**config.mk**
```make
export PLATFORM = sky130hd
export DESIGN_NAME = mod_n_counter_ctrl
export DESIGN_NICKNAME = d
export VERILOG_FILES = /design/src/rtl/mod_n_counter_ctrl.sv
export SDC_FILE = /design/constraint.sdc
export NUM_CORES = 1
export LEC_CHECK = 0
export CAP_MARGIN = 25
export CORE_MARGIN = 2
export CORE_UTILIZATION = 45
export CTS_CLUSTER_DIAMETER = 80
export DETAILED_ROUTE_END_ITERATION = 8
export GPL_ROUTABILITY_DRIVEN = 0
export PLACE_DENSITY = 0.76
export SLEW_MARGIN = 10
export SYNTH_ARGS = -nofsm -noshare
export SYNTH_HDL_FRONTEND = slang
export SYNTH_SLANG_ARGS = --single-unit
```
**constraint.sdc**
```tcl
create_clock -name clk -period 2.3 [get_ports clk]
set_clock_uncertainty 0.15 [all_clocks]
set_input_delay 0.46 -clock clk [delete_from_list [all_inputs] [get_ports clk]]
set_output_delay 0.46 -clock clk [all_outputs]
set_load 0.05 [all_outputs]
```
**src/rtl/mod_n_counter_ctrl.sv**
```systemverilog
// mod_n_counter_ctrl: programmable modulo-N counter sequencer.
// It has an IDLE/RUN/DONE command FSM with one-shot and continuous modes.
// It exposes the count, its bitwise inverse, and a terminal-count strobe.
module mod_n_counter_ctrl #(
    parameter int WIDTH = 4
) (
    input  logic             clk,
    input  logic             rst,
    input  logic             start,
    input  logic             stop,
    input  logic             hold,
    input  logic             mode,
    input  logic [WIDTH-1:0] mod_val,
    output logic [WIDTH-1:0] count,
    output logic [WIDTH-1:0] count_bar,
    output logic             tc,
    output logic             busy,
    output logic             done
);

    typedef enum logic [1:0] {
        S_IDLE = 2'd0,
        S_RUN  = 2'd1,
        S_DONE = 2'd2
    } state_e;

    state_e           state_q, state_d;
    logic [WIDTH-1:0] count_q, count_d;
    logic [WIDTH-1:0] mod_lat_q, mod_lat_d;
    logic             busy_q, busy_d;
    logic             done_q, done_d;
    logic             at_term;

    assign at_term = (count_q == mod_lat_q);

    // Next-state and next-count decode. Priority is stop > start > hold/count.
    always_comb begin
        // NOTE: every variable gets a default first so no path leaves it unassigned (no latches).
        state_d   = state_q;
        count_d   = count_q;
        mod_lat_d = mod_lat_q;
        unique case (state_q)
            S_IDLE: begin
                count_d = '0;
                if (!stop && start) begin
                    state_d   = S_RUN;
                    mod_lat_d = mod_val;
                end
            end
            S_RUN: begin
                if (stop) begin
                    state_d = S_IDLE;
                    count_d = '0;
                end else if (hold) begin
                    count_d = count_q;
                end else if (at_term) begin
                    if (mode) begin
                        count_d = '0;
                    end else begin
                        state_d = S_DONE;
                    end
                end else begin
                    count_d = count_q + 1'b1;
                end
            end
            S_DONE: begin
                count_d = mod_lat_q;
                if (stop) begin
                    state_d = S_IDLE;
                    count_d = '0;
                end else if (start) begin
                    state_d   = S_RUN;
                    count_d   = '0;
                    mod_lat_d = mod_val;
                end
            end
            default: begin
                state_d = S_IDLE;
                count_d = '0;
            end
        endcase
        busy_d = (state_d == S_RUN);
        done_d = (state_d == S_DONE);
    end

    // State, count, latched modulus and decoded status flops with synchronous reset.
    always_ff @(posedge clk) begin
        // NOTE: sequential state uses non-blocking assignments so all flops update together.
        if (rst) begin
            state_q   <= S_IDLE;
            count_q   <= '0;
            mod_lat_q <= '0;
            busy_q    <= 1'b0;
            done_q    <= 1'b0;
        end else begin
            state_q   <= state_d;
            count_q   <= count_d;
            mod_lat_q <= mod_lat_d;
            busy_q    <= busy_d;
            done_q    <= done_d;
        end
    end

    assign count     = count_q;
    assign count_bar = ~count_q;
    assign busy      = busy_q;
    assign done      = done_q;
    // tc is the only combinational output: it is high during the cycle that precedes a wrap or finish.
    assign tc        = (state_q == S_RUN) && !hold && !stop && at_term;

endmodule

```
==> summary.md, run 1 <==
| Metric | Value |
|---|---|
| Highest attainable clock frequency | approximately 0.43 GHz |
| Area of the core region | ~0.0015 mm² |
| Endpoint of the lowest-slack register-to-register path | done |
| Half-perimeter wire length after placement | roughly 1.3 mm |
| Cell types occupying the most area after synthesis | dfxtp_1 (33%), ha_1 (8.6%), nor2_1 (5.7%) |
| Vias in the first global route | a little under 700 |
| Actual transition at the worst max-transition pin | slightly above 0.5 ns |
| Tightest Hold Check Type | flop to flop |
| Clock-pin slew on the worst setup and hold paths | approximately 0.070 ns |
| Total congestion overflow after global routing | 0 |
| Power after layout | between 0.4 and 0.5 mW |
| DRC errors left | 0 |
| Register-to-Register Path Depth | 7 |
| Minimum period implied by the final worst setup slack | 2.322 ns |
| Vias | ~700 |
| Kind of cell adding the most delay to the critical path | simple AND/OR/NAND/NOR gates |
| Cell-internal power | between 0.3 and 0.4 mW |
| Port Buffer Count | 20 |
| Peak supply drop | 0.3550 mV |
| Average via count per standard cell | 5.527 |
| Share of total power in combinational logic | 0.230 |
| Leakage power summed over all cells | roughly 0.44 nW |
| Number of distinct library cells after synthesis | 35 |
| Total length of routed wires | roughly 1.7 mm |
| Level count of the clock H-tree | 1 |
| Top cells by count, synth | dfxtp_1 (12), nor2_1 (11), inv_1 (6) |
| Async SR Flop Fraction | 0 |
| Critical path buffers and inverters | 1 |
| Clock network fraction of total power | 0.287 |
| Antenna cell count | 0 |
| Most repeated cell in the gate-level netlist after synthesis | dfxtp_1 |
| Final Hold Fails | 0 |
| Crit path capture type | output port |
| Failing checks | setup timing |
| Number of placed I/O pins | 21 |
| Source of the worst register-to-register timing path | count[0] |
| Number of sinks driven by the clock tree | 12 |
| Hold path startpoint | count[3] |
| MaxCap Viol Count | 0 |
| Slowest cell on the critical path | or4_4 |
| Post-route setup TNS | -0.02164 ns |
| Routed length per instance | about 13 µm |
| Arrival time of the worst setup path | about 1.7 ns |
| Final Cell Area | approximately 0.0011 mm² |
| Detailed-routing iteration count for the pre-antenna-repair pass | 4 |
| Synthesized net count | 100 |
| Critical path, cell by cell | xor2_1, or4_4, nor3_4, buf_12 |
| Aggregate global-route resource usage | 0.2120 |
| Die W | around 44 µm |
| Worst Setup Start Kind | flop |
| CTS max path bufs | 2 |
| Run status | finished, violations left |
| Proportion of synthesized chip area in sequential cells | 0.3316 |
| Max Transition Viols Final | 0 |
| P_sw | around 0.12 mW |
| Number of nets still failing antenna checks after routing | 0 |
| Largest net degree at the start of global routing | 9 |
| Worst reg2reg setup slack | about 0.11 ns |
| Worst setup slack after layout | -0.02164 ns |
| Total number of yosys warnings | 0 |
| Number of buffers added by the clock tree synthesis step | 3 |
| Number of DRC markers after the initial detailed-route iteration | 5 |
| Worst EP required | ~1.7 ns |
| Post-synthesis to final-layout area growth | 45.94% |
| Count of flip-flops with a built-in enable after synthesis | 0 |
| Delay of the slowest cell on the worst path | 0.58 ns |
| Hold path depth | 2 |
| Number of synthesized register bits | 12 |
| Remaining max-slew budget at the tightest pin | 0.6547 |
| Start-to-end type of the worst setup path | flop to output port |
| Full die area | between 0.0015 and 0.002 mm² |
| Number of nets in the layout | between 100 and 150 |
| Root Driver | clkbuf_4 |
| Power Dens Cells | between 400 and 500 mW/mm² |
| TritonCTS clock tree | done |
| Proportion of power drawn by flip-flops and latches | 0.482 |
| Standard-cell row count | 14 |
| Chip Height | between 40 and 50 µm |
| Gate count of the mapped netlist | 85 |
| Critical-path maximum fanout | 3 |
| Most frequently used flop master after synthesis | dfxtp_1 |
| Initial standard-cell utilization of the core | 0.4809 |
| CP Launch Point | count[0] |
| Share of cells above drive strength 1 | 0.1681 |
| Post-synth top area share | 0.3316 |
| DP Area | 0.001002 mm² |
| Latest clock arrival within the worst-skew pair | around 0.27 ns |
| Area of the mapped netlist | ~720 µm² |
| Number of antenna violations at the first check in global routing | 0 |
| Setup-violating endpoint count in the final report | 1 |
| Share of the clock period used by the worst path | 1.009 |
| First-pass GRT wire length | 2.994 mm |
| End point of the most critical hold path | count[3] |
| RSZ-0062 raised after global routing | true |
| Post-Syn Area per Cell | roughly 8.5 µm² |
| Post-synthesis cell type with the largest combined area | dfxtp_1 |
| Switching share of total power | 0.2793 |
-- how the worst max path moves through the flow --
stage                     endpoint  slack, ns  depth (start not counted)
final                           tc      -0.02                          4
after global routing            tc      -0.08                          4
after CTS                       tc      0.003                          4
after detailed placement        tc       0.05                          4
after global placement          tc       0.09                          4
after floorplan                 tc      -0.03                          4
-- through the flow --
stage,cells,setup slack (ns),utilization,hold slack [ns]
5_1_grt,129,-0.07882,0.7018,0.3691
6_report,129,-0.02164,0.7018,0.3463
4_1_cts,129,0.003010,0.6952,0.3490
2_1_floorplan,85,-0.02824,-,0.3444
3_3_place_gp,123,0.08851,0.6653,0.3325
3_5_place_dp,123,0.04723,0.6653,0.3380
-- flip-flops by register name (all words and copies together) (netlist names) --
signal	count
busy	1
count	4
done	1
mod_lat_q	4
state_q	2
-- final cells by class --
cell class                      instances  area, µm²
Clock buffer                            3      22.52
Clock inverter                          1      3.754
Fill cell                             141      449.2
Inverter                                6      22.52
Multi-Input combinational cell         65      478.0
Sequential cell                        12      255.2
Tap cell                               16      20.02
Timing Repair Buffer                   26      255.2
-- power by group through the flow --
stage          clock network, mW  logic, mW  registers (mW)
6_report                   0.129      0.103           0.216
5_1_grt                    0.144      0.113           0.217
4_1_cts                    0.133      0.100           0.216
3_5_place_dp                   0     0.0927           0.220
3_3_place_gp                   0     0.0916           0.220
2_1_floorplan                  0     0.0543           0.224
-- routing by layer --
layer  track usage  up-vias  share of wire
met3       0.03673        5          0.040
met2        0.3294       18           0.48
li1              -      361              -
met4       0.09697        0          0.015
met1        0.2868      329           0.47
met5             0        -              0
-- timing repair --
action / 4_1_cts / 5_1_grt
buffers inserted: 2 / 0
hold buffers: 0 / 0
pin swaps: 2 / 0
setup endpoints to repair: 1 / 4
gates resized for setup: 1 / 2
-- cells in the final DEF, fill, tap and decap left out, types with 2 or more instances in the layout --
cell type        Yosys  routed
a21o_1               2       2
a21oi_1              3       3
a32oi_1              2       2
and2_1               3       3
buf_4                0       6
clkbuf_4             0       3
clkdlybuf4s50_1      0      19
dfxtp_1             12       8
dfxtp_4              0       4
ha_1                 5       4
inv_1                6       6
mux2i_1              4       4
nand2_1              3       3
nand2b_1             2       2
nand3_1              3       3
nor2_1              11      11
nor4_1               2       2
o2bb2ai_1            2       2
xor2_1               4       4
-- cell families after synthesis --
group / after synthesis / synth area share
AND/OR/NAND/NOR: 34 / 0.2487
AO/OA/AOI/OAI: 17 / 0.1745
flip-flops: 12 / 0.3316
buffers and inverters: 8 / 0.04316
XOR/XNOR: 5 / 0.06045
adder cells (fa/ha/maj): 5 / 0.08636
multiplexers: 4 / 0.05527
-- tightest hold or removal path: stages, from the launching register on --
cell,delay (ns)
dfxtp_4,0.36
nand2_1,0.05
a21oi_1,0.05
Power figures use the tool's default switching activity.
==> run 2: changes to the inputs <==
- DONT_BUFFER_PORTS: default -> 1
- PLACE_DENSITY: 0.76 -> default
- RECOVER_POWER: default -> 50
==> summary.md, run 2 (synthesized netlist as in run 1, its figures left out) <==
| Metric | Value |
|---|---|
| Number of DRC markers after the initial detailed-route iteration | 7 |
| Actual transition at the worst max-transition pin | a little under 0.8 ns |
| Number of sinks driven by the clock tree | 12 |
| Highest attainable clock frequency | 0.4359 GHz |
| Share of cells above drive strength 1 | 0.1875 |
| Antenna cell count | 0 |
| Number of nets still failing antenna checks after routing | 0 |
| Tightest Hold Check Type | primary input to flop |
| Crit path capture type | output port |
| Power Dens Cells | a little under 500 mW/mm² |
| CP Launch Point | count[2] |
| Share of the clock period used by the worst path | 0.9974 |
| Share of total power in combinational logic | 0.167 |
| CTS max path bufs | 2 |
| Remaining max-slew budget at the tightest pin | 0.4877 |
| Number of nets in the layout | 112 |
| Half-perimeter wire length after placement | approximately 1.3 mm |
| Post-route setup TNS | 0 ns |
| Critical-path maximum fanout | 2 |
| Number of placed I/O pins | 21 |
| Root Driver | clkbuf_4 |
| Initial standard-cell utilization of the core | 0.4809 |
| Worst Setup Start Kind | flop |
| Level count of the clock H-tree | 1 |
| Area of the core region | 0.001506 mm² |
| Final Hold Fails | 0 |
| DRC errors left | 0 |
| Number of buffers added by the clock tree synthesis step | 3 |
| Delay of the slowest cell on the worst path | between 0.5 and 0.6 ns |
| Number of antenna violations at the first check in global routing | 0 |
| Most frequent standard cell in the layout excluding fill and tap cells | nor2_1 |
| Switching share of total power | 0.2827 |
| Detailed-routing iteration count for the pre-antenna-repair pass | 4 |
| Hold path startpoint | rst |
| RSZ-0062 raised after global routing | true |
| Most used cells in the layout excluding fill and tap cells | nor2_1 (11), dfxtp_1 (8), inv_1 (6) |
| Standard-cell row count | 14 |
| Critical path, cell by cell | xor2_1, or4_4, nor3_4, buf_12 |
| Arrival time of the worst setup path | 1.68 ns |
| Leakage power summed over all cells | between 0.3 and 0.4 nW |
| Post-synthesis to final-layout area growth | 20.03% |
| Worst EP required | roughly 1.7 ns |
| Peak supply drop | 0.3635 mV |
| Largest net degree at the start of global routing | 11 |
| TritonCTS clock tree | done |
| Total congestion overflow after global routing | 0 |
| Minimum period implied by the final worst setup slack | around 2.3 ns |
| Final Cell Area | around 870 µm² |
| Clock network fraction of total power | 0.314 |
| P_sw | 0.1204 mW |
| Vias in the first global route | a little over 600 |
| DP Area | 834.6 µm² |
| Chip Height | about 44 µm |
| Average via count per standard cell | slightly below 6 |
| Source of the worst register-to-register timing path | count[2] |
| Start-to-end type of the worst setup path | flop to output port |
| Full die area | around 0.002 mm² |
| Setup-violating endpoint count in the final report | 0 |
| Cell-internal power | about 0.31 mW |
| Die W | 44.13 µm |
| Proportion of power drawn by flip-flops and latches | 0.519 |
| Vias | between 600 and 700 |
| Aggregate global-route resource usage | 0.1975 |
| MaxCap Viol Count | 0 |
| Run status | completed |
| Total length of routed wires | approximately 1.7 mm |
| Slowest cell on the critical path | or4_4 |
| Clock-pin slew on the worst setup and hold paths | about 0.080 ns |
| First-pass GRT wire length | between 2 and 3 mm |
| Max Transition Viols Final | 0 |
| Latest clock arrival within the worst-skew pair | between 0.2 and 0.3 ns |
| Routed length per instance | roughly 15 µm |
| Port Buffer Count | 0 |
run 2: cell count changes in the layout (fill, tap and decap cells not counted), sizes merged:
cell and change:
clkdlybuf4s50 -19, clkbuf +4, buf -2
run 2: what timing repair did:
action	CTS	global route
hold buffers	0	0
setup buffers	1	0
endpoints found under the setup margin	1	3
pin swaps	2	0
gates resized for setup	1	2
run 2: layout make-up:
cell class / instances / area [µm²]
Clock inverter: 1 / 3.754
Multi-Input combinational cell: 65 / 476.7
Sequential cell: 12 / 255.2
Clock buffer: 3 / 22.52
Inverter: 6 / 22.52
Fill cell: 142 / 636.9
Timing Repair Buffer: 9 / 68.82
Tap cell: 16 / 20.02
run 2: final timing paths:
kind / cells past startpoint / to / slack, ns
worst max-delay path: 4 / tc / 0.006
worst min-delay path: 1 / count[3] / 0.08
worst max register to register: 6 / done / 0.08
worst min register to register: 2 / mod_lat_q[2] / 0.41
run 2: per-stage QoR:
stage | utilization | setup WS, ns | power, mW | cells | hold slack, ns
after floorplan | - | -0.02824 | 0.2784 | 85 | 0.3444
after global placement | 0.5540 | 0.1370 | 0.2861 | 107 | 0.3716
after detailed placement | 0.5540 | 0.1040 | 0.2872 | 107 | 0.3763
after CTS | 0.5789 | -0.006730 | 0.4277 | 112 | 0.07385
after global routing | 0.5772 | -0.04837 | 0.4483 | 112 | 0.06456
final | 0.5772 | 0.005950 | 0.4258 | 112 | 0.08037
run 2: routing by layer:
metal,vias up,global-route usage,routed length (µm)
met2,20,0.2765,730
met4,0,0.07273,14
met1,315,0.2962,858
met3,2,0.04082,82
li1,329,-,-
met5,-,0,0
run 2: worst max-delay path: cells and delay by family (launching register included):
family	cells	cell delay, ns
flops	1	0.35
xor+xnor	1	0.17
simple gates	2	0.72
buf+inv	1	0.16
run 2: power groups by stage:
stage / clock network (mW) / registers, mW / logic, mW
floorplan: 0 / 0.224 / 0.0543
detailed placement: 0 / 0.225 / 0.0617
global route: 0.148 / 0.222 / 0.0780
finish: 0.134 / 0.221 / 0.0711
CTS: 0.138 / 0.221 / 0.0687
global placement: 0 / 0.225 / 0.0609
